<file path="config.mk">
export PLATFORM = sky130hd
export DESIGN_NAME = param_sp_ram
export DESIGN_NICKNAME = d
export VERILOG_FILES = /design/src/rtl/param_sp_ram.sv
export SDC_FILE = /design/constraint.sdc
export NUM_CORES = 1
export LEC_CHECK = 0
export ABC_CLOCK_PERIOD_IN_PS = 2140
export BUFFER_PORTS_ARGS = -buffer_cell sky130_fd_sc_hd__buf_2
export CAP_MARGIN = 15
export CORE_UTILIZATION = 59
export CTS_BUF_LIST = sky130_fd_sc_hd__clkbuf_4
export DETAILED_ROUTE_END_ITERATION = 8
export PLACE_DENSITY = 0.78
export SLEW_MARGIN = 20
export SYNTH_ARGS = -nofsm -noshare
export SYNTH_HDL_FRONTEND = slang
export SYNTH_SLANG_ARGS = --single-unit
export TNS_END_PERCENT = 10
</file>
<file path="constraint.sdc">
create_clock -name clk -period 2.14 [get_ports clk]
set_input_delay 0.107 -clock clk [delete_from_list [all_inputs] [get_ports clk]]
set_output_delay 0.107 -clock clk [all_outputs]
set_load 0.005 [all_outputs]
</file>
<file path="src/rtl/param_sp_ram.sv">
// Single-port RAM with per-byte write enables, pipelined reads (RD_LAT 1 or 2) and an out-of-range error pulse.
// Optional macro SP_RAM_INIT_CLEAR_EN adds an INIT state that zeroes every word after reset before accepting requests.
module param_sp_ram #(
    parameter int DATA_W = 8,
    parameter int ADDR_W = 7,
    parameter int DEPTH  = 128,
    parameter int RD_LAT = 1
) (
    input  logic                clk,
    input  logic                rst,
    input  logic                req,
    input  logic                we,
    input  logic [ADDR_W-1:0]   addr,
    input  logic [DATA_W-1:0]   wdata,
    input  logic [DATA_W/8-1:0] be,
    output logic                ready,
    output logic [DATA_W-1:0]   rdata,
    output logic                rvalid,
    output logic                err
);
    localparam int BE_W = DATA_W / 8;

    logic [DATA_W-1:0] r_mem [DEPTH];

    logic              w_ready;
    logic              w_acc;
    logic              w_oob;
    logic              w_init_we;
    logic [ADDR_W-1:0] w_init_addr;
    logic              w_mem_we;
    logic [ADDR_W-1:0] w_mem_addr;
    logic [DATA_W-1:0] w_mem_wdata;
    logic [BE_W-1:0]   w_mem_be;
    logic              w_rerr;

    logic              r_vld_p0;
    logic              r_err_p0;
    logic [DATA_W-1:0] r_data_p0;
    logic              r_werr;

`ifdef SP_RAM_INIT_CLEAR_EN
    typedef enum logic {ST_INIT, ST_IDLE} state_t;
    state_t            r_state;
    state_t            w_state_nxt;
    logic [ADDR_W-1:0] r_init_cnt;

    always_ff @(posedge clk or posedge rst) begin
        if (rst) begin
            r_state    <= ST_INIT;
            r_init_cnt <= '0;
        end else begin
            r_state <= w_state_nxt;
            if (w_init_we) r_init_cnt <= r_init_cnt + ADDR_W'(1);
        end
    end

    always_comb begin
        w_state_nxt = r_state;
        w_ready     = 1'b0;
        w_init_we   = 1'b0;
        case (r_state)
            ST_INIT: begin
                w_init_we = 1'b1;
                if (r_init_cnt == ADDR_W'(DEPTH - 1)) w_state_nxt = ST_IDLE;
            end
            default: w_ready = 1'b1;
        endcase
    end

    assign w_init_addr = r_init_cnt;
`else
    logic r_ready;

    always_ff @(posedge clk or posedge rst) begin
        if (rst) r_ready <= 1'b0;
        else     r_ready <= 1'b1;
    end

    assign w_ready     = r_ready;
    assign w_init_we   = 1'b0;
    assign w_init_addr = '0;
`endif

    assign ready = w_ready;
    assign w_acc = req & w_ready;
    assign w_oob = ({1'b0, addr} >= (ADDR_W + 1)'(DEPTH));

    // The clearing sweep and user writes share the single write port; ready=0 keeps them exclusive.
    assign w_mem_we    = w_init_we | (w_acc & we & ~w_oob);
    assign w_mem_addr  = w_init_we ? w_init_addr : addr;
    assign w_mem_wdata = w_init_we ? '0 : wdata;
    assign w_mem_be    = w_init_we ? '1 : be;

    always_ff @(posedge clk) begin
        if (w_mem_we) begin
            for (int b = 0; b < BE_W; b++) begin
                if (w_mem_be[b]) r_mem[w_mem_addr][8*b +: 8] <= w_mem_wdata[8*b +: 8];
            end
        end
    end

    // Stage p0: array read at the accept edge, so a write one cycle earlier is already visible.
    always_ff @(posedge clk or posedge rst) begin
        if (rst) begin
            r_vld_p0  <= 1'b0;
            r_err_p0  <= 1'b0;
            r_werr    <= 1'b0;
            r_data_p0 <= '0;
        end else begin
            r_vld_p0 <= w_acc & ~we;
            r_err_p0 <= w_acc & ~we & w_oob;
            r_werr   <= w_acc & we & w_oob;
            if (w_acc & ~we) r_data_p0 <= w_oob ? '0 : r_mem[addr];
        end
    end

    generate
        if (RD_LAT == 2) begin : g_lat2
            logic              r_vld_p1;
            logic              r_err_p1;
            logic [DATA_W-1:0] r_data_p1;

            // Stage p1: data only advances with a valid beat so rdata holds between reads.
            always_ff @(posedge clk or posedge rst) begin
                if (rst) begin
                    r_vld_p1  <= 1'b0;
                    r_err_p1  <= 1'b0;
                    r_data_p1 <= '0;
                end else begin
                    r_vld_p1 <= r_vld_p0;
                    r_err_p1 <= r_err_p0;
                    if (r_vld_p0) r_data_p1 <= r_data_p0;
                end
            end

            assign rvalid = r_vld_p1;
            assign rdata  = r_data_p1;
            assign w_rerr = r_err_p1;
        end else begin : g_lat1
            assign rvalid = r_vld_p0;
            assign rdata  = r_data_p0;
            assign w_rerr = r_err_p0;
        end
    endgenerate

    assign err = w_rerr | r_werr;
endmodule

</file>
Yosys cells after proc, flatten, opt, wreduce, memory -nomap -nowiden
Memories as Yosys holds them, arrays and structs flattened. A register that Yosys moved wholly into a read port is not among the register bits. Cells that the tools add are included.

Register bits: 2. Memory bits (writable): 1024. Output and inout bits: 11. Logic and storage cells: 10. Memories: 1.

Mux-type cells: 3. Bitwise operators: 4.

Memories: r_mem (words 128, bits a word 8, rd ports 1, clocked after Yosys merged registers in 1, write ports 1, line 23) `logic [DATA_W-1:0] r_mem [DEPTH];`.

Operators by type and width (number): 1-bit bitwise AND (3); 1-bit two-way mux (3); 1-bit NOT (1).

Depth between registers and ports, before layout
Word-level depth: 4. Gate-level depth with buffers: 12.

Worst setup path before layout
OpenSTA, ideal clock, no wires.

Kind: input to register. Start point: input port addr[6]. End point: memory r_mem[79][0] (enable). Data arrival time: 1.926 ns. Data required time: 1.745 ns. Setup slack: -0.181 ns. Cell stages on the path: 6. Path buffers: 2. Cell sequence: clkbuf_1 inv_1 nor2_1 clkbuf_1 nand3_1 nor4_1.

RTL lines: from (decl) (line 13) `input logic [ADDR_W-1:0] addr,`; to (decl) (line 23).

Straight into the memory's write port.

==> summary.md <==
| Metric | Value |
|---|---|
| Status | `finished with violations` |
| Violations in the final reports | `negative setup slack` |
| Slowest CP cell | `nor4_2` |
| Min-delay src | `wdata[4]` |
| Drt initial violations | `4,513` |
| Crit path from | `r_mem[19][6]` |
| Grt ovf | `0` |
| VDD IR max | `0.485 mV` |
| Internal power | `0.0313 W` |
| Synth top area cells | `edfxtp_1 76%, mux4_2 3.0%, a221oi_1 2.6%` |
| Critical Path Start Type | `flip-flop` |
| Initial Util | `0.598` |
| CTS tree | `done` |
| R2R Path End | `rdata[6]` |
| Share of layout cells above drive strength 1 | `0.341` |
| GRT Total Usage | `0.360` |
| Max-cap violations | `0` |
| Vias in the first global route | `27,300` |
| Full die area | `69,200 µm²` |
| Req. time, crit path | `3.12 ns` |
| Drt wl/cell | `30.6 µm` |
| Number of routed nets with antenna violations | `0` |
| Final Critical Period | `2.41 ns` |
| Unique masters post-synth | `72` |
| Largest net degree at the start of global routing | `129` |
| RSZ-0062 raised after global routing | `yes` |
| Top delay family on crit path | `compound AO/OA/AOI/OAI gates` |
| Post-detailed-routing wire length | `124,000 µm` |
| Post-synthesis net count | `2,344` |
| Measured slew at the worst slew-check pin | `1.16 ns` |
| Max-slew violations | `0` |
| Number of synthesized flops with an enable pin | `1,024` |
| Clock Latency Late Sink | `1.14 ns` |
| R2R Setup Slk | `-0.27 ns` |
| Critical Path Max Stage Delay | `0.41 ns` |
| FFs w/ async S/R, synth | `0.00967` |
| Syn_area_per_cell | `17.3 µm²` |
| # rows | `95` |
| FILL cells | `3,954` |
| Clock sinks | `1,034` |
| Initial antenna violation count | `5` |
| Top_reg_cell synth | `edfxtp_1` |
| Drt pass-1 iters | `7` |
| Nets@finish | `3,002` |
| Cell Area, Synth | `40,200 µm²` |
| Clock tree buffer depth | `3` |
| Reg2reg path depth | `6` |
| Num ports | `31` |
| Combinational Power Share | `0.070` |
| Synthesis Warnings | `0` |
| CORE AREA | `67,300 µm²` |
| Post-route DRC | `0` |
| Register bit total from synthesis | `1,034` |
| Synthesized instance count | `2,324` |
| GPL Wtd Cong | `1.02` |
| Sw frac | `0.238` |
| HPWL after DPL | `79,700 µm` |
| Clk pin slew, worst setup/hold paths | `0.07 ns` |
| Final WS setup | `-0.271 ns` |
| Hold EP | `r_mem[37][4]` |
| Final Hold Viols | `0` |
| Commonest non-fill, non-tap cells in the layout | `1,024 x edfxtp_1, 484 x buf_4, 352 x clkbuf_4` |
| Final setup viols | `6` |
| First-pass GRT wire length | `179,000 µm` |
| Syn-to-layout area delta | `21.1%` |
| Crit Path Max Fanout | `1` |
| Clk pwr share | `0.386` |
| Via count | `27,200` |
| Chip Height | `263 µm` |
| CP Buf/Inv Count | `0` |
| Leak | `16.9 nW` |
| Sequential fraction of design power | `0.544` |
| Hold WS | `0.0823 ns` |
| Crit-path cells | `mux2_4, a221o_1, a222oi_1, o221ai_1, nor4_2, a41oi_1` |
| Hold Path Depth | `3` |
| Fin util | `0.724` |
| Min-Delay Path Class | `in -> reg` |
| # port buffers | `29` |
| Sw power | `0.00978 W` |
| Post-CTS Setup Bufs | `0` |
| Share of the synthesized area in the top cell type | `0.764` |
| Rel. slew slack | `0.227` |
| Pwr dens | `843 nW/µm²` |
| Most common cell after layout, fill and taps aside | `edfxtp_1` |
| Root Driver | `clkbuf_4` |
| CP arrival | `3.40 ns` |
| CTS Buf Count | `240` |
| Maximum clock frequency | `415 MHz` |
| Period utilization | `1.13` |
| Register area share after synthesis | `0.771` |
| CP Class | `reg -> reg` |
| H-tree depth | `4` |
| Max Clock Skew | `0.0862 ns` |
| DR vias/cell | `6.73` |
| CP endpoint kind | `flip-flop` |
| Worst reg2reg path startpoint | `r_mem[19][6]` |
| Synth area leader | `edfxtp_1` |
| Width of the chip | `263 µm` |
## layer usage
layer  GRT usage  routed length (µm)
met5           0                  49
met2       0.532               55300
met3       0.110               18700
met4       0.199                6980
met1       0.482               42700
## state kept, by name (all words and copies together), names as in the netlist
register and count:
r_mem 1024, rdata 8, ready 1, rvalid 1
## cell families after synthesis
kind of cell,count (synthesis),synth area share
AO/OA/AOI/OAI,527,0.0966
buffers and inverters,172,0.0214
flip-flops,1034,0.771
multiplexers,209,0.0711
other,2,0.000187
AND/OR/NAND/NOR,380,0.0402
## cell usage after synthesis (all sizes together), types with 4 or more instances
master and count:
mux2 70, o22ai 14, a211oi 7, a222oi 6
o2bb2ai 11, nand4 10, a221o 16, a311oi 5
o31ai 5, nor4 7, o211ai 12, buf 102
a31oi 14, a22oi 89, nor2b 8, nor2 199
o2111ai 7, edfxtp 1024, o221ai 14, mux4 54
nand3 9, o22a 7, clkbuf 60, and2 4
a21oi 83, inv 8, nor3 11, mux2i 85
nand2 106, dfrtp 10, o21ai 66, and3 8
a221oi 118, nand2b 4, a22o 24
## worst max path at each step
stage               endpoint  cells after the start
6_report            rdata[6]                      6
5_1_grt             rdata[3]                      7
4_1_cts             rdata[6]                      6
3_5_place_dp        rdata[6]                      8
3_3_place_gp        rdata[6]                      8
2_1_floorplan  r_mem[100][0]                      8
## stage by stage
step	power, W	worst slack, ns	std cells	TNS, ns	area (µm²)
after global routing	0.0422	-0.363	4044	-1.09	48700
after CTS	0.0410	-0.218	4043	-0.569	48600
after floorplan	0.0239	-0.165	2324	-47.29	40200
after global placement	0.0254	-0.676	3581	-58.85	45100
after detailed placement	0.0254	-0.714	3581	-69.46	45100
final	0.0411	-0.271	4047	-0.848	48700
## worst reg2reg max path, stage by stage, from the launching register on
cell and delay [ns]:
edfxtp_1 0.37, mux2_4 0.31, a221o_1 0.32, a222oi_1 0.40, o221ai_1 0.24, nor4_2 0.42, a41oi_1 0.19
## cell type report
class	count	area [µm²]	area share
inverters	10	37.5	0.000770
multi-input cells	1118	8560	0.176
repair buffers	578	4930	0.101
clock inverters	78	464	0.00952
clock buffers	352	2640	0.0542
diodes	4	10.0	0.000205
well taps	873	1090	0.0224
flip-flops and latches	1034	31000	0.636
## power groups by stage
stage	Clock (W)	Sequential (W)	Combinational [W]
2_1_floorplan	0	0.0227	0.00112
3_3_place_gp	0	0.0228	0.00260
3_5_place_dp	0	0.0228	0.00266
4_1_cts	0.0160	0.0223	0.00275
5_1_grt	0.0170	0.0223	0.00294
6_report	0.0159	0.0223	0.00288
## repair_timing
action,4_1_cts,5_1_grt
gates resized for setup,7,22
hold buffers,32,0
endpoints found under the setup margin,6,15
endpoints found under the hold margin,1218,0
pin swaps,6,2
Power figures use the tool's default switching activity.
